$ cat config.mk
export PLATFORM = sky130hd
export DESIGN_NAME = shift_reg_seq
export DESIGN_NICKNAME = d
export VERILOG_FILES = /design/src/rtl/shift_pkg.sv /design/src/rtl/shift_counter.sv /design/src/rtl/shift_reg_seq.sv
export SDC_FILE = /design/constraint.sdc
export NUM_CORES = 1
export LEC_CHECK = 0
export ABC_AREA = 1
export BUFFER_PORTS_ARGS = -buffer_cell sky130_fd_sc_hd__buf_2
export CORE_MARGIN = 2
export CORE_UTILIZATION = 50
export CTS_CLUSTER_SIZE = 40
export DETAILED_ROUTE_END_ITERATION = 16
export GPL_TIMING_DRIVEN = 0
export HOLD_SLACK_MARGIN = 0.02
export PLACE_DENSITY = 0.75
export RECOVER_POWER = 25
export SLEW_MARGIN = 20
export SYNTH_ARGS = -nofsm -noshare
export SYNTH_HDL_FRONTEND = slang
export SYNTH_HIERARCHICAL = 1
export SYNTH_SLANG_ARGS = --single-unit
$ cat constraint.sdc
create_clock -name Clk -period 1.7 [get_ports Clk]
set_input_delay 0.34 -clock Clk [delete_from_list [all_inputs] [get_ports Clk]]
set_output_delay 0.34 -clock Clk [all_outputs]
set_load 0.005 [all_outputs]
$ cat src/rtl/shift_pkg.sv
// ============================================================================
// Module      : shift_pkg
// Description : Shared types and the single shift-step function for shift_reg_seq.
// Revision    : 1.0 - initial release
// ============================================================================
`default_nettype none

package shift_pkg;

  // Widest register the shared shift function supports.
  localparam int MAX_W = 64;

  typedef enum logic [1:0] {
    SHR_LOG   = 2'd0,
    SHR_ARITH = 2'd1,
    SHL       = 2'd2,
    ROR       = 2'd3
  } shift_mode_e;

  typedef enum logic [1:0] {
    IDLE  = 2'd0,
    SHIFT = 2'd1,
    DONE  = 2'd2
  } state_e;

  // Data arrives zero-extended to MAX_W; only the low 'width' bits are meaningful.
  function automatic logic [MAX_W-1:0] shift_step(
    input logic [MAX_W-1:0] data,
    input shift_mode_e      mode,
    input logic             fill,
    input int               width
  );
    logic [MAX_W-1:0] mask;
    logic [MAX_W-1:0] top;
    logic [MAX_W-1:0] res;
    mask = (width >= MAX_W) ? '1 : ((64'd1 << width) - 64'd1);
    top  = 64'd1 << (width - 1);
    res  = '0;
    case (mode)
      SHR_LOG:   res = (data >> 1) | (fill ? top : '0);
      SHR_ARITH: res = (data >> 1) | (((data & top) != '0) ? top : '0);
      SHL:       res = (data << 1) | {{(MAX_W-1){1'b0}}, fill};
      ROR:       res = (data >> 1) | (data[0] ? top : '0);
      default:   res = data;
    endcase
    return res & mask;
  endfunction

endpackage

`default_nettype wire

$ cat src/rtl/shift_counter.sv
// ============================================================================
// Module      : shift_counter
// Description : Loadable down-counter with zero flag; holds at zero.
// Revision    : 1.0 - initial release
// ============================================================================
`default_nettype none

module shift_counter #(
  parameter int CW = 6
) (
  input  logic          clk,
  input  logic          rst,
  input  logic          load,
  input  logic [CW-1:0] load_value,
  input  logic          dec,
  output logic [CW-1:0] count,
  output logic          zero
);

  assign zero = (count == '0);

  always_ff @(posedge clk or posedge rst) begin
    if (rst) begin
      count <= '0;
    end else if (load) begin
      count <= load_value;
    end else if (dec && !zero) begin
      count <= count - CW'(1);
    end
  end

endmodule

`default_nettype wire

$ cat src/rtl/shift_reg_seq.sv
// ============================================================================
// Module      : shift_reg_seq
// Description : Shift register with parallel load, single-step and counted shifts.
// Revision    : 1.0 - initial release
// ============================================================================
`default_nettype none

module shift_reg_seq
  import shift_pkg::*;
#(
  parameter int WIDTH = 32,
  parameter int CW    = $clog2(WIDTH + 1)
) (
  input  logic             Clk,
  input  logic             Reset,
  input  logic             Load,
  input  logic [WIDTH-1:0] D,
  input  logic             Shift_En,
  input  logic             Start,
  input  logic [CW-1:0]    Count,
  input  logic [1:0]       Mode,
  input  logic             Shift_In,
  output logic             Shift_Out,
  output logic [WIDTH-1:0] Data_Out,
  output logic             Busy,
  output logic             Done
);

  state_e           r_state;
  state_e           w_state_next;
  shift_mode_e      r_mode;
  shift_mode_e      w_eff_mode;
  logic [WIDTH-1:0] r_data;
  logic [WIDTH-1:0] w_shifted;
  logic [CW-1:0]    w_remaining;
  logic             w_cnt_zero;
  logic             w_seq_go;
  logic             w_seq_step;
  logic             w_idle_step;

  assign w_seq_go    = (r_state == IDLE) && !Load && Start && (Count != '0);
  assign w_seq_step  = (r_state == SHIFT) && !Load;
  assign w_idle_step = (r_state == IDLE) && !Load && !Start && Shift_En;

  // Outside IDLE the sequence mode latched at Start governs shifting and Shift_Out.
  assign w_eff_mode = (r_state == IDLE) ? shift_mode_e'(Mode) : r_mode;
  assign w_shifted  = WIDTH'(shift_step(MAX_W'(r_data), w_eff_mode, Shift_In, WIDTH));

  shift_counter #(
    .CW(CW)
  ) u_counter (
    .clk        (Clk),
    .rst        (Reset),
    .load       (w_seq_go),
    .load_value (Count),
    .dec        (w_seq_step),
    .count      (w_remaining),
    .zero       (w_cnt_zero)
  );

  always_ff @(posedge Clk or posedge Reset) begin
    if (Reset) begin
      r_state <= IDLE;
    end else begin
      r_state <= w_state_next;
    end
  end

  always_comb begin
    w_state_next = r_state;
    if (Load) begin
      w_state_next = IDLE;
    end else begin
      case (r_state)
        IDLE: begin
          if (Start) begin
            w_state_next = (Count == '0) ? DONE : SHIFT;
          end
        end
        SHIFT: begin
          // The shift taken this cycle is the last one when one step remains.
          if (w_cnt_zero || (w_remaining == CW'(1))) begin
            w_state_next = DONE;
          end
        end
        DONE:    w_state_next = IDLE;
        default: w_state_next = IDLE;
      endcase
    end
  end

  always_ff @(posedge Clk or posedge Reset) begin
    if (Reset) begin
      r_data <= '0;
      r_mode <= SHR_LOG;
    end else begin
      if (Load) begin
        r_data <= D;
      end else if (w_seq_step || w_idle_step) begin
        r_data <= w_shifted;
      end
      if (w_seq_go) begin
        r_mode <= shift_mode_e'(Mode);
      end
    end
  end

  assign Data_Out  = r_data;
  assign Shift_Out = (w_eff_mode == SHL) ? r_data[WIDTH-1] : r_data[0];
  assign Busy      = (r_state == SHIFT);
  assign Done      = (r_state == DONE);

endmodule

`default_nettype wire

Word-level counts from Yosys, hierarchy flattened
Cells that the tools add are included.

cells by class
  add/subtract/negate cells = 1
  equal/unequal tests = 8
  multiplexer cells = 15
  bitwise operators = 4
  reductions and logical operators = 20

operator list
  operator             count
  $mux 32              5
  $pmux 32 s4          1
  $or 31x32->32        3
  $or 32x1->32         1
  $logic_not 6->1      2
  $mux 6               2
  $mux 2               5
  $logic_and 1x1->1    7
  $eq 2x2->1 const B   3
  $eq 6x1->1 const B   1
  $reduce_bool 6->1    1
  $sub 6x1->6 const B  1
  $eq 2x1->1 const B   2
  $logic_not 2->1      2
  $pmux 2 s2           1
  $reduce_bool 2->1    2
  $logic_not 1->1      3
  $ne 3x2->1 const B   1
  $ne 3x3->1 const B   1
  $logic_or 1x1->1     2
  $reduce_and 2->1     1
  $mux 1               1

word-level totals
  register bits = 42
  bits of input ports = 46
  output and inout bits = 35
  logic and storage cells = 52

Depth between registers and ports, before layout
Gate-level depths: netlist of run 1.

  depth after elaboration = 7
  depth in mapped cells = 10
  depth with buffers taken out = 9

Hierarchy
Netlist of run 1, hierarchy kept.

by module, submodules not included
  module         times used  cells an instance  area each (sq um)  seq. area each (sq um)
  shift_reg_seq  1           373                2352.3             900.9
  shift_counter  1           56                 454.2              150.1

Worst setup path after synthesis of run 1
Ideal clock, no wire load.

  kind = flip-flop to output port
  start point = reg r_state[1]
  end point = out Shift_Out
  arrival = 1.214 ns
  required time = 1.360 ns
  setup slack = 0.146 ns
  stages on the path, launching flop included = 9
  path buffers = 1
  cells stage by stage = dfrtp_1 -> nor2_2 -> nand2_2 -> nand2_2 -> inv_4 -> nand2_8 -> buf_6 -> nor2_1 -> a21oi_1

on the way
  word-level cells in the longest chain between the ends = 4

ends and longest elaborated chain
  element                 RTL line              RTL
  from (decl)             shift_reg_seq.sv:29   state_e r_state;
  from (signal assigned)  shift_reg_seq.sv:65   r_state <= w_state_next;
  $logic_not 2->1         shift_reg_seq.sv:46   assign w_eff_mode = (r_state == IDLE) ? shift_mode_e'(Mode) : r_mode;
  $mux 2                  shift_reg_seq.sv:46
  $eq 2x2->1              shift_reg_seq.sv:109  assign Shift_Out = (w_eff_mode == SHL) ? r_data[WIDTH-1] : r_data[0];
  $mux 1                  shift_reg_seq.sv:109
  to (decl)               shift_reg_seq.sv:23   output logic Shift_Out,

Every way passes these cells.

Worst setup path after layout of run 1
Same ends and word-level chain as after synthesis.

==> impl_summary.log, run 1 <==
INFO  metric status = finished with violations
INFO  metric violations = negative setup slack
INFO  metric htreeDepth = 2
INFO  metric power_density = between 1000 and 1500 nW/um^2
INFO  metric io-pin-count = 81
INFO  metric hold_depth = 3
INFO  metric fraction_of_layout_cells_with_a_size_suffix_above_1 = about 29%
INFO  metric synth.yosys.seq_area_share = between 30 and 40%
INFO  metric worst_r2r_path_depth = 10
INFO  metric fp.dieH = just under 80 um
INFO  metric crit_path_start_kind = flip-flop
INFO  metric max_slew.worst_pin.slew = roughly 0.75 ns
INFO  metric via_count = approximately 3100
INFO  metric first_iter_violations = 193
INFO  metric drt-pass1-iter-count = 5
INFO  metric tritoncts = built
INFO  metric startpoint_of_the_most_critical_setup_path = r_state[1]
INFO  metric hpwl_detailed = 5240 um
INFO  metric timing.critical_path.arrival = about 1.5 ns
INFO  metric routedLengthMet1 = 3280 um
INFO  metric io_buffer_count = 80
INFO  metric timing.setup.critical_path_class = reg2out
INFO  metric detailroute.wirelength.met3 = slightly below 400 um
INFO  metric grt_start_max_net_pins = 33
INFO  metric die_width = about 79 um
INFO  metric gp_routability_congestion = roughly 0.89
INFO  metric nNetsFinal = 580
INFO  metric rsz0062_at_grt = yes
INFO  metric setup_viol_count_final = 6
INFO  metric route.top_layer_used = met4
INFO  metric tightest_hold_margin = between 0.2 and 0.3 ns
INFO  metric leftover_overflow_at_the_end_of_global_routing = 0
INFO  metric ys_seq_elements = 42
INFO  metric yosysWarningCount = 6
INFO  metric insertion_delay = around 0.30 ns
INFO  metric worst_hold_path_type = in2reg
INFO  metric floorplan.die_area = between 6000 and 7000 um^2
INFO  metric critical_path.endpoint = Shift_Out
INFO  metric synth.distinct_cells = 28
INFO  metric first_pass_grt_wire_length = 12300 um
INFO  metric crit_path_frequent_cell = sky130_fd_sc_hd__nor2_4
INFO  metric area_growth_syn_to_layout = 28.8%
INFO  metric final.period_utilization = 109%
INFO  metric pre_cts_ws = -0.136 ns
INFO  metric routed_wirelength = a little under 8000 um
INFO  metric routedWlPerCell = roughly 13 um
INFO  metric vdd_ir_drop_max = ~0.89 mV
INFO  metric fp.coreArea = about 5500 um^2
INFO  metric critical_path.top_delay_family = flip-flops
INFO  metric floorplan.initialDensity = between 50% and 60%
INFO  metric clock_sink_count = between 40 and 50
INFO  metric cts_root_buffer = sky130_fd_sc_hd__clkbuf_8
INFO  metric layout_min_cycle_time = roughly 1.9 ns
INFO  metric number_of_antenna_repair_diodes = 0
INFO  metric timing.max_cap.violations = 0
INFO  metric max_stage_delay = 0.47 ns
INFO  metric synthesis.area = between 2000 and 3000 um^2
INFO  metric max_slew_margin = about half
INFO  metric wl_met2 = a little under 4000 um
INFO  metric route.detailed.drc = 0
INFO  metric timing.critical_path.fanout_max = 4
INFO  metric number_of_buffers_created_by_cts = 5
INFO  metric grt_pass1_vias = about 2800
INFO  metric post_synth.cell_area_avg = about 6.5 um^2
INFO  metric skew = 0.00510 ns
INFO  metric slew_viol_final = 0
INFO  metric ctsLongestPathBuffers = 2
INFO  metric highest_achievable_clock_rate = 0.540 GHz
INFO  metric design_area = between 3000 and 4000 um^2
INFO  metric placementRows = 27
INFO  metric antenna_violating_nets_post_route = 0
INFO  metric cp-end-kind = output pin
INFO  metric placed_area = 3320 um^2
INFO  metric critical_path.slowest_cell = sky130_fd_sc_hd__dfrtp_2
INFO  metric crit_required = 1.36 ns
INFO  metric global_route.usage.total = approximately 25%
INFO  metric p_leak = around 2.0 nW
INFO  metric cp.buffers_inverters = 2
INFO  metric crit_chain = nor2_4, nand2_2, nand2_4, inv_6, nand2_8, nor2_4, a21oi_2, buf_2
INFO  metric crit-reg2reg-launch = r_state[1]
INFO  metric mappedNetlistNets = 477
INFO  metric average_vias_per_placed_instance = 5.16
INFO  metric crit-reg2reg-capture = u_counter/count[0]
INFO  metric timing.final.hold_violations = 0
INFO  metric path_depth = 8
INFO  metric synthesis.instances = 429
INFO  metric initial_antenna_violation_count = 0
INFO  metric reg2reg_slack = -0.03 ns
INFO  metric smallest_setup_slack_after_layout = -0.150 ns
INFO  metric cts.reportedPaths.clkPinSlew = 0.08 ns
==> state kept, by name (all words and copies together) (netlist names) <==
signal           cells
u_counter/count      6
r_mode               2
Data_Out            32
r_state              2
==> worst min-delay path by stage <==
stage                     startpoint            endpoint  slack (ns)
final                       Count[5]  u_counter/count[5]        0.27
after floorplan                Reset  u_counter/count[0]        0.13
after CTS                    Mode[0]           r_mode[0]        0.28
after global placement         Reset  u_counter/count[4]        0.29
after detailed placement       Reset        Data_Out[29]        0.24
after global routing        Count[3]  u_counter/count[3]        0.29
==> logic make-up after synthesis <==
family                   share of synthesized area (%)
AO/OA/AOI/OAI                                     1.78
XOR/XNOR                                         0.936
adder cells (fa/ha/maj)                          0.892
buffers and inverters                             7.27
flip-flops                                        37.4
AND/OR/NAND/NOR                                   51.7
==> metrics by stage <==
| stage | utilization (%) | total power, mW | cells | setup TNS [ns] |
|---|---|---|---|---|
| after detailed placement | 60.6 | 4.13 | 582 | -0.785 |
| final | 66.0 | 5.15 | 605 | -0.226 |
| after floorplan | - | 3.36 | 429 | 0 |
| after global placement | 60.2 | 4.07 | 581 | -2.93 |
| after global routing | 66.0 | 5.57 | 605 | -0.720 |
| after CTS | 64.3 | 5.02 | 598 | -0.155 |
==> placed cells by master, fill, tap and decap left out, types with 2 or more instances in the layout <==
cell	instances
sky130_fd_sc_hd__buf_2	87
sky130_fd_sc_hd__buf_4	19
sky130_fd_sc_hd__buf_6	3
sky130_fd_sc_hd__clkbuf_1	3
sky130_fd_sc_hd__clkbuf_2	4
sky130_fd_sc_hd__clkbuf_8	8
sky130_fd_sc_hd__dfrtp_1	40
sky130_fd_sc_hd__dfrtp_2	2
sky130_fd_sc_hd__ha_1	2
sky130_fd_sc_hd__inv_1	12
sky130_fd_sc_hd__inv_2	4
sky130_fd_sc_hd__nand2_1	156
sky130_fd_sc_hd__nand2_2	5
sky130_fd_sc_hd__nand2_4	4
sky130_fd_sc_hd__nand3_1	68
sky130_fd_sc_hd__nand3_2	9
sky130_fd_sc_hd__nand3b_1	2
sky130_fd_sc_hd__nand4_1	3
sky130_fd_sc_hd__nor2_1	81
sky130_fd_sc_hd__nor2_4	4
sky130_fd_sc_hd__o21ai_0	3
sky130_fd_sc_hd__o21ai_2	2
sky130_fd_sc_hd__xnor2_1	2
==> power by group <==
part / switching, mW / total [mW] / internal (mW)
Clock: 0.357 / 0.768 / 0.411
Combinational: 1.42 / 2.53 / 1.11
Sequential: 0.471 / 1.85 / 1.38
==> final cells by class <==
class | instances | area, um^2
Multi-Input combinational cell | 346 | 1610
Inverter | 18 | 76.3
Fill cell | 494 | 1860
Clock buffer | 8 | 110
Buffer | 22 | 140
Sequential cell | 42 | 1050
Tap cell | 72 | 90.1
Timing Repair Buffer | 97 | 532
==> metal layers <==
metal | vias up | track usage (%)
li1 | 1556 | -
met1 | 1454 | 30.3
met2 | 103 | 44.5
met3 | 10 | 3.86
met4 | 0 | 7.07
met5 | - | 0
==> synthesized netlist by cell type <==
library cell / n / area, um^2
sky130_fd_sc_hd__buf_1: 1 / 3.75
sky130_fd_sc_hd__a21oi_1: 1 / 5.00
sky130_fd_sc_hd__nand3_2: 5 / 50.1
sky130_fd_sc_hd__inv_4: 1 / 6.26
sky130_fd_sc_hd__buf_2: 8 / 40.0
sky130_fd_sc_hd__inv_2: 2 / 7.51
sky130_fd_sc_hd__xnor2_1: 2 / 17.5
sky130_fd_sc_hd__buf_4: 4 / 30.0
sky130_fd_sc_hd__nand4_1: 3 / 18.8
sky130_fd_sc_hd__ha_1: 2 / 25.0
sky130_fd_sc_hd__nand3_1: 72 / 360
sky130_fd_sc_hd__nand2_1: 159 / 597
sky130_fd_sc_hd__nor2_1: 82 / 308
sky130_fd_sc_hd__nand2_8: 1 / 20.0
sky130_fd_sc_hd__xor2_1: 1 / 8.76
sky130_fd_sc_hd__nand2_4: 3 / 33.8
sky130_fd_sc_hd__dfrtp_1: 42 / 1050
sky130_fd_sc_hd__nand3b_1: 2 / 15.0
sky130_fd_sc_hd__o31ai_1: 1 / 7.51
sky130_fd_sc_hd__o21ai_1: 1 / 5.00
sky130_fd_sc_hd__nor2_2: 1 / 6.26
sky130_fd_sc_hd__nor2_4: 2 / 22.5
sky130_fd_sc_hd__buf_6: 3 / 33.8
sky130_fd_sc_hd__o21ai_2: 2 / 17.5
sky130_fd_sc_hd__clkbuf_1: 7 / 26.3
sky130_fd_sc_hd__o21ai_0: 3 / 15.0
sky130_fd_sc_hd__nand2_2: 3 / 18.8
sky130_fd_sc_hd__inv_1: 15 / 56.3
==> worst register-to-register path, stage by stage, from the launching register on <==
cell and delay [ns]:
sky130_fd_sc_hd__dfrtp_2 0.47, sky130_fd_sc_hd__nor2_4 0.17, sky130_fd_sc_hd__buf_4 0.13, sky130_fd_sc_hd__buf_4 0.11, sky130_fd_sc_hd__nand4_1 0.14, sky130_fd_sc_hd__inv_2 0.12, sky130_fd_sc_hd__buf_8 0.12, sky130_fd_sc_hd__clkinvlp_4 0.17
sky130_fd_sc_hd__nand2_4 0.13, sky130_fd_sc_hd__nand2_1 0.07, sky130_fd_sc_hd__o21ai_2 0.05
==> repair_timing <==
item | CTS | global route
hold buffers | 1 | 0
buffers inserted | 8 | 7
hold endpoints to repair | 10 | 0
pin swaps | 4 | 7
resized for setup | 11 | 24
setup endpoints to repair | 7 | 37
No activity file was read; power rests on OpenSTA's default activity.
==> inputs of run 2 (changes only) <==
ABC_AREA = 0   (was 1)
PLACE_DENSITY = 0.77   (was 0.75)
==> run 2 against run 1 <==
Against the previous run: the run still ends with negative setup slack left; synthesized area fell by 14%; global-route usage increased by 0.11 points; register-to-register slack worse by 0.21 ns; total power fell by 30%; non-clock buffer count up 4; fmax decreased by 8.8%; sequential share of layout area grew 0.46 points.
==> impl_summary.log, run 2 <==
INFO  metric layout_min_cycle_time = 2.03 ns (was 1.85 ns)
INFO  metric mappedNetlistNets = 288 (was 477)
INFO  metric cts_root_buffer = sky130_fd_sc_hd__clkbuf_8 (unchanged)
INFO  metric clock_sink_count = 42 (unchanged)
INFO  metric crit_chain = buf_6, buf_6, nor4b_4, a31oi_4, buf_6, o21ai_2, buf_2 (was nor2_4, nand2_2, nand2_4, inv_6, nand2_8, nor2_4, a21oi_2, buf_2)
INFO  metric number_of_buffers_created_by_cts = 5 (unchanged)
INFO  metric leftover_overflow_at_the_end_of_global_routing = 0 (unchanged)
INFO  metric first_iter_violations = 153 (was 193)
INFO  metric route.detailed.drc = 0 (unchanged)
INFO  metric htreeDepth = 2 (unchanged)
INFO  metric ys_async_sr_fraction = 100% (unchanged)
INFO  metric fp.dieH = 73.4 um (was 78.9 um)
INFO  metric p_leak = 1.71 nW (was 1.99 nW)
INFO  metric ys_seq_elements = 42 (unchanged)
INFO  metric synth-edff-count = 0 (unchanged)
INFO  metric critical_path.slowest_cell = sky130_fd_sc_hd__dfrtp_1 (was sky130_fd_sc_hd__dfrtp_2)
INFO  metric cts.reportedPaths.clkPinSlew = 0.08 ns (about the same)
INFO  metric ys_top_cells_by_area = sky130_fd_sc_hd__dfrtp_1, sky130_fd_sc_hd__mux2i_1, sky130_fd_sc_hd__o22ai_1 (was sky130_fd_sc_hd__dfrtp_1, sky130_fd_sc_hd__nand2_1, sky130_fd_sc_hd__nand3_1)
INFO  metric timing.max_cap.violations = 0 (unchanged)
INFO  metric crit_required = 1.36 ns (about the same)
INFO  metric pre_cts_ws = -0.331 ns (was -0.136 ns)
INFO  metric fraction_of_layout_cells_with_a_size_suffix_above_1 = 45.0% (was 29.5%)
INFO  metric power_switching = 1.23 mW (was 2.25 mW)
INFO  metric timing.critical_path.arrival = 1.69 ns (was 1.51 ns)
INFO  metric antenna_violating_nets_post_route = 0 (unchanged)
INFO  metric setup_viol_count_final = 40 (was 6)
INFO  metric timing.final.hold_violations = 0 (unchanged)
INFO  metric number_of_antenna_repair_diodes = 0 (unchanged)
INFO  metric vdd_ir_drop_max = 0.632 mV (was 0.888 mV)
INFO  metric die_width = 73.4 um (was 78.9 um)
INFO  metric final.period_utilization = 119% (was 109%)
INFO  metric gp_routability_congestion = 0.915 (was 0.892)
INFO  metric most_repeated_cell_in_the_gate_level_netlist_after_synthesis = sky130_fd_sc_hd__dfrtp_1 (was sky130_fd_sc_hd__nand2_1)
INFO  metric fp.coreArea = 4690 um^2 (was 5470 um^2)
INFO  metric timing.critical_path.fanout_max = 4 (unchanged)
INFO  metric floorplan.initialDensity = 51.4% (was 51.3%)
INFO  metric synth.top_cells.by_count = sky130_fd_sc_hd__dfrtp_1, sky130_fd_sc_hd__a21oi_1, sky130_fd_sc_hd__mux2i_1, sky130_fd_sc_hd__o22ai_1, sky130_fd_sc_hd__inv_1 (was sky130_fd_sc_hd__nand2_1, sky130_fd_sc_hd__nor2_1, sky130_fd_sc_hd__nand3_1, sky130_fd_sc_hd__dfrtp_1, sky130_fd_sc_hd__inv_1)
INFO  metric worst_hold_path_type = in2reg (unchanged)
INFO  metric post_synth.cell_area_avg = 10.0 um^2 (was 6.54 um^2)
INFO  metric io_buffer_count = 80 (unchanged)
INFO  metric initial_antenna_violation_count = 0 (unchanged)
INFO  metric drt-pass1-iter-count = 5 (unchanged)
INFO  metric timing.setup.critical_path_class = reg2out (unchanged)
INFO  metric placementRows = 25 (was 27)
INFO  metric hpwl_detailed = 4340 um (was 5240 um)
INFO  metric cell_internal_pwr = 2.39 mW (was 2.90 mW)
INFO  metric synthesis.area = 2410 um^2 (was 2810 um^2)
INFO  metric yosysTopAreaCell = sky130_fd_sc_hd__dfrtp_1 (unchanged)
INFO  metric average_vias_per_placed_instance = 6.00 (was 5.16)
INFO  metric synth.yosys.seq_area_share = 43.6% (was 37.4%)
INFO  metric tritoncts = built (unchanged)
INFO  metric yosysWarningCount = 6 (unchanged)
INFO  metric area_growth_syn_to_layout = 47.4% (was 28.8%)
INFO  metric max_slew_margin = 50.6% (was 50.0%)
INFO  metric crit_path_frequent_cell = sky130_fd_sc_hd__buf_6 (was sky130_fd_sc_hd__nor2_4)
INFO  metric via_count = 2443 (was 3123)
INFO  metric max_stage_delay = 0.38 ns (was 0.47 ns)
INFO  metric grt_pass1_vias = 2155 (was 2754)
INFO  metric ctsLongestPathBuffers = 2 (unchanged)
INFO  metric smallest_setup_slack_after_layout = -0.328 ns (was -0.150 ns)
INFO  metric grt_start_max_net_pins = 37 (was 33)
INFO  metric placed_area = 2920 um^2 (was 3320 um^2)
INFO  metric highest_achievable_clock_rate = 0.493 GHz (was 0.540 GHz)
INFO  metric share_comb_of_total_power = 37.9% (was 49.2%)
INFO  metric cp-end-kind = output pin (unchanged)
INFO  metric violations = negative setup slack (unchanged)
INFO  metric slew_viol_final = 0 (unchanged)
INFO  metric status = finished with violations (unchanged)
INFO  metric synth_top_flop_cell = sky130_fd_sc_hd__dfrtp_1 (unchanged)
INFO  metric global_route.usage.total = 24.7% (was 24.6%)
INFO  metric portion_of_synthesized_cell_area_occupied_by_the_leading_cell_type = 43.6% (was 37.4%)
INFO  metric layout.cells.most_common = sky130_fd_sc_hd__buf_2 (was sky130_fd_sc_hd__nand2_1)
INFO  metric routedWlPerCell = 17.1 um (was 12.7 um)
INFO  metric rsz0062_at_grt = yes (unchanged)
INFO  metric synth.distinct_cells = 43 (was 28)
INFO  metric netSwitchingFraction = 34.0% (was 43.6%)
INFO  metric routed_wirelength = 6970 um (was 7690 um)
INFO  metric design_area = 3550 um^2 (was 3610 um^2)
INFO  metric crit_path_start_kind = flip-flop (unchanged)
INFO  metric share_seq_of_total_power = 39.6% (was 35.9%)
INFO  metric layout.cells.most_common_list = sky130_fd_sc_hd__buf_2, sky130_fd_sc_hd__dfrtp_1, sky130_fd_sc_hd__a21oi_1 (was sky130_fd_sc_hd__nand2_1, sky130_fd_sc_hd__buf_2, sky130_fd_sc_hd__nor2_1)
INFO  metric skew = 0.00858 ns (was 0.00510 ns)
INFO  metric first_pass_grt_wire_length = 10400 um (was 12300 um)
INFO  metric floorplan.die_area = 5390 um^2 (was 6230 um^2)
INFO  metric io-pin-count = 81 (unchanged)
INFO  metric nNetsFinal = 401 (was 580)
INFO  metric max_slew.worst_pin.slew = 0.740 ns (was 0.750 ns)
INFO  metric power_density = 1020 nW/um^2 (was 1420 nW/um^2)
INFO  metric insertion_delay = 0.30 ns (about the same)
INFO  metric power_frac_clock = 22.5% (was 14.9%)
INFO  metric synthesis.instances = 240 (was 429)
INFO  metric largest_register_ffs = 32 (unchanged)
[run 2: per-layer routing]
layer	part of all wire (%)	GRT usage, %	routed length, um
met3	5.5	4.39	387
met1	43	34.4	2970
met4	1.3	6.87	91
met5	0	0	0
met2	51	39.6	3530
[run 2: what timing repair did]
action | in CTS | in global routing
endpoints found under the hold margin | 6 | 0
hold buffers | 1 | 0
endpoints found under the setup margin | 39 | 43
pin swaps | 16 | 29
gates cloned | 2 | 3
resized for setup | 41 | 41
buffers inserted | 20 | 9
[run 2: worst max-delay path: cells and delay by family, from the launching register on]
family,cells,cell delay [ns]
buffers and inverters,4,0.53
flip-flops,1,0.38
AND/OR/NAND/NOR,1,0.29
AO/OA/AOI/OAI,2,0.20
[run 2: metrics by stage]
step / instances / TNS, ns / util, % / hold WS, ns / power (mW)
floorplan: 240 / -0.241 / - / 0.131 / 2.10
global placement: 374 / -6.02 / 62.3 / 0.283 / 2.43
detailed placement: 374 / -6.44 / 62.3 / 0.299 / 2.46
CTS: 404 / -7.31 / 72.2 / 0.268 / 3.46
global route: 407 / -7.03 / 75.7 / 0.280 / 3.80
finish: 407 / -4.07 / 75.7 / 0.272 / 3.62
[run 2: final timing paths]
check	slack (ns)	cells after the start	from	endpoint
worst max-delay path	-0.33	7	r_state[1]	Shift_Out
worst min-delay path	0.27	3	Count[1]	u_counter/count[1]
worst max register to register	-0.24	8	r_state[1]	Data_Out[10]
worst min register to register	0.60	2	Data_Out[22]	Data_Out[22]
max in group asynchronous	0.46	3	Reset	r_state[0]
min in group asynchronous	0.53	3	Reset	u_counter/count[1]
[run 2: layout make-up]
cell class	count	area, um^2
Timing Repair Buffer	109	741
Tap cell	54	67.6
Inverter	12	52.6
Buffer	14	153
Clock inverter	1	30.0
Sequential cell	42	1050
Multi-Input combinational cell	169	1380
Fill cell	321	1140
Clock buffer	6	82.6
[run 2: cell families after synthesis]
| kind of cell | count (synthesis) | share of synthesized area (%) |
|---|---|---|
| fa+ha+maj | 2 | 1.04 |
| flops | 42 | 43.6 |
| compound gates | 92 | 24.3 |
| buf+inv | 29 | 6.38 |
| mux | 34 | 14.2 |
| simple gates | 41 | 10.5 |
[run 2: power by group through the flow]
stage / sequential, mW / clock [mW] / combinational, mW
after floorplan: 1.39 / 0 / 0.705
after global placement: 1.42 / 0 / 1.01
after detailed placement: 1.43 / 0 / 1.04
after CTS: 1.41 / 0.820 / 1.23
after global routing: 1.46 / 0.858 / 1.48
final: 1.44 / 0.815 / 1.37
==> inputs of run 3 (changes only) <==
clock period = 2.1 ns   (was 1.7 ns; I/O delays follow)
==> run 3 against run 2 <==
Against the previous run: the run still ends with negative setup slack left; sequential power is 21% lower; sequential share of layout area is 4.8 points higher; register-to-register slack better by 0.33 ns; count of clock-buffer cells in the layout unchanged; worst hold slack worse by 0.24 ns; die area unchanged; critical path depth stayed put; first-iteration DRC count down 21%; global-route usage is 2.3 points lower; clock power down 33%; cell count shrank 4.2%; worst setup slack better by 0.33 ns.
==> impl_summary.log, run 3 (same netlist as run 2, synthesis figures left out) <==
INFO  metric status = finished with violations (unchanged)
INFO  metric violations = negative setup slack (unchanged)
INFO  metric timing.final.hold_violations = 0 (unchanged)
INFO  metric via_count = 2288 (was 2443)
INFO  metric crit_path_frequent_cell = sky130_fd_sc_hd__buf_6 (unchanged)
INFO  metric max_stage_delay = 0.38 ns (about the same)
INFO  metric clock_sink_count = 42 (unchanged)
INFO  metric grt_pass1_vias = 2036 (was 2155)
INFO  metric number_of_antenna_repair_diodes = 0 (unchanged)
INFO  metric layout.cells.most_common_list = sky130_fd_sc_hd__buf_2, sky130_fd_sc_hd__dfrtp_1, sky130_fd_sc_hd__a21oi_1 (unchanged)
INFO  metric route.detailed.drc = 0 (unchanged)
INFO  metric highest_achievable_clock_rate = between 0.4 and 0.5 GHz
INFO  metric critical_path.slowest_cell = sky130_fd_sc_hd__dfrtp_1 (unchanged)
INFO  metric final.period_utilization = 100%
INFO  metric p_leak = 1.49 nW (was 1.71 nW)
INFO  metric layout_min_cycle_time = around 2.1 ns
INFO  metric power_switching = 0.902 mW (was 1.23 mW)
INFO  metric first_pass_grt_wire_length = 9520 um (was 10400 um)
INFO  metric cell_internal_pwr = 1.65 mW (was 2.39 mW)
INFO  metric hpwl_detailed = 4310 um (was 4340 um)
INFO  metric number_of_buffers_created_by_cts = 5 (unchanged)
INFO  metric place_inst = 374 (unchanged)
INFO  metric fraction_of_layout_cells_with_a_size_suffix_above_1 = 33.9% (was 45.0%)
INFO  metric area_growth_syn_to_layout = 26.7% (was 47.4%)
INFO  metric floorplan.initialDensity = 51.4% (unchanged)
INFO  metric ctsLongestPathBuffers = 2 (unchanged)
INFO  metric io_buffer_count = 80 (unchanged)
INFO  metric initial_antenna_violation_count = 0 (unchanged)
INFO  metric cts_root_buffer = sky130_fd_sc_hd__clkbuf_8 (unchanged)
INFO  metric share_comb_of_total_power = 33.9% (was 37.9%)
INFO  metric antenna_violating_nets_post_route = 0 (unchanged)
INFO  metric timing.critical_path.fanout_max = 5 (was 4)
INFO  metric final.setup.tns = -0.00110 ns (was -4.07 ns)
INFO  metric slew_viol_final = 0 (unchanged)
INFO  metric worst_hold_path_type = in2async (was in2reg)
INFO  metric nNetsFinal = 383 (was 401)
INFO  metric routed_wirelength = 6090 um (was 6970 um)
INFO  metric crit_chain = buf_6, or2_1, buf_6, a31oi_4, nand2_1, o21ai_1, buf_2 (was buf_6, buf_6, nor4b_4, a31oi_4, buf_6, o21ai_2, buf_2)
INFO  metric final.fill_count = 397 (was 321)
INFO  metric max_slew.worst_pin.slew = 1.33 ns (was 0.740 ns)
INFO  metric share_seq_of_total_power = 44.7% (was 39.6%)
INFO  metric routedWlPerCell = 15.6 um (was 17.1 um)
INFO  metric tritoncts = built (unchanged)
INFO  metric cts.reportedPaths.clkPinSlew = 0.08 ns (about the same)
INFO  metric power_frac_clock = 21.4% (was 22.5%)
INFO  metric power_density = 836 nW/um^2 (was 1020 nW/um^2)
INFO  metric cts.hold.buffers_added = 0 (was 1)
INFO  metric timing.critical_path.arrival = 1.68 ns (was 1.69 ns)
INFO  metric cp.buffers_inverters = 3 (was 4)
INFO  metric fp.dieH = 73.4 um (unchanged)
INFO  metric tightest_hold_margin = 0.0349 ns (was 0.272 ns)
INFO  metric timing.max_cap.violations = 0 (unchanged)
INFO  metric smallest_setup_slack_after_layout = -0.00110 ns (was -0.328 ns)
INFO  metric post-route-util = 65.1% (was 75.7%)
INFO  metric max_slew_margin = 11.2% (was 50.6%)
INFO  metric timing.setup.critical_path_class = reg2out (unchanged)
INFO  metric fp.coreArea = 4690 um^2 (unchanged)
INFO  metric pre_cts_ws = -0.216 ns (was -0.331 ns)
INFO  metric setup_viol_count_final = 1 (was 40)
INFO  metric layout.cells.most_common = sky130_fd_sc_hd__buf_2 (unchanged)
INFO  metric cp-end-kind = output pin (unchanged)
INFO  metric vdd_ir_drop_max = 0.458 mV (was 0.632 mV)
INFO  metric first_iter_violations = 121 (was 153)
INFO  metric global_route.usage.total = 22.4% (was 24.7%)
INFO  metric leftover_overflow_at_the_end_of_global_routing = 0 (unchanged)
INFO  metric gp_routability_congestion = 0.894 (was 0.915)
INFO  metric fin_cells = 390 (was 407)
INFO  metric rsz0062_at_grt = yes (unchanged)
INFO  metric die_width = 73.4 um (unchanged)
INFO  metric largest_register_ffs = 32 (unchanged)
INFO  metric critical_path.top_delay_family = buffers and inverters (unchanged)
INFO  metric drt-pass1-iter-count = 4 (was 5)
INFO  metric insertion_delay = 0.29 ns (was 0.30 ns)
INFO  metric crit_path_start_kind = flip-flop (unchanged)
INFO  metric skew = 0.00609 ns (was 0.00858 ns)
INFO  metric htreeDepth = 2 (unchanged)
INFO  metric placementRows = 25 (unchanged)
INFO  metric netSwitchingFraction = 35.3% (was 34.0%)
INFO  metric grt_start_max_net_pins = 37 (unchanged)
INFO  metric average_vias_per_placed_instance = 5.87 (was 6.00)
INFO  metric io-pin-count = 81 (unchanged)
INFO  metric floorplan.die_area = 5390 um^2 (unchanged)
INFO  metric crit_required = 1.68 ns (was 1.36 ns)
## run 3: cell count changes in the layout (fill, tap and decap cells not counted), moves of 4 or more
| cell | before | now |
|---|---|---|
| sky130_fd_sc_hd__o22ai_2 | 4 | 0 |
| sky130_fd_sc_hd__clkbuf_8 | 12 | 6 |
| sky130_fd_sc_hd__mux2i_1 | 28 | 32 |
| sky130_fd_sc_hd__mux2i_2 | 4 | 0 |
| sky130_fd_sc_hd__buf_12 | 4 | 0 |
| sky130_fd_sc_hd__buf_6 | 15 | 6 |
| sky130_fd_sc_hd__o22ai_1 | 27 | 31 |
## run 3: what timing repair did
action | 4_1_cts | 5_1_grt
resized for setup | 4 | 4
pin swaps | 1 | 4
setup buffers | 2 | 7
setup endpoints to repair | 4 | 2
## run 3: final cells by class
class / count / area (um^2) / share of cell area [%]
tap: 54 / 67.6 / 2.21
multi-input combinational: 169 / 1220 / 40.0
clock inverter: 2 / 12.5 / 0.410
sequential: 42 / 1050 / 34.4
buffer: 16 / 106 / 3.48
clock buffer: 6 / 82.6 / 2.70
timing repair buffer: 89 / 467 / 15.3
inverter: 12 / 45.0 / 1.47
## run 3: final timing paths
check | from | end | slack, ns | cells after the start
min reg2reg | r_mode[0] | r_mode[0] | 0.58 | 1
max reg2reg | r_state[1] | u_counter/count[3] | 0.09 | 7
min in group Clk | D[31] | Data_Out[31] | 0.35 | 3
max in group asynchronous | Reset | Data_Out[12] | 0.83 | 2
max | r_state[0] | Shift_Out | -0.001 | 7
min | Reset | u_counter/count[4] | 0.03 | 2
## run 3: power by group through the flow
stage                     combinational (mW)  clock [mW]  sequential, mW
final                                  0.866       0.547            1.14
after floorplan                        0.560           0            1.12
after global routing                   0.959       0.596            1.17
after global placement                 0.809           0            1.15
after detailed placement               0.824           0            1.15
after CTS                              0.841       0.555            1.14
## run 3: per-stage QoR
stage	power, mW	area [um^2]
after CTS	2.53	3000
final	2.56	3060
after global placement	1.95	2880
after global routing	2.72	3060
after detailed placement	1.97	2880
after floorplan	1.68	2410
## run 3: routing by layer
| metal | vias up | part of all wire [%] | GRT usage (%) |
|---|---|---|---|
| li1 | 1096 | - | - |
| met1 | 1114 | 48 | 33.4 |
| met2 | 76 | 47 | 34.9 |
| met3 | 2 | 4.5 | 2.88 |
| met4 | 0 | 0.41 | 4.85 |
| met5 | - | 0 | 0 |
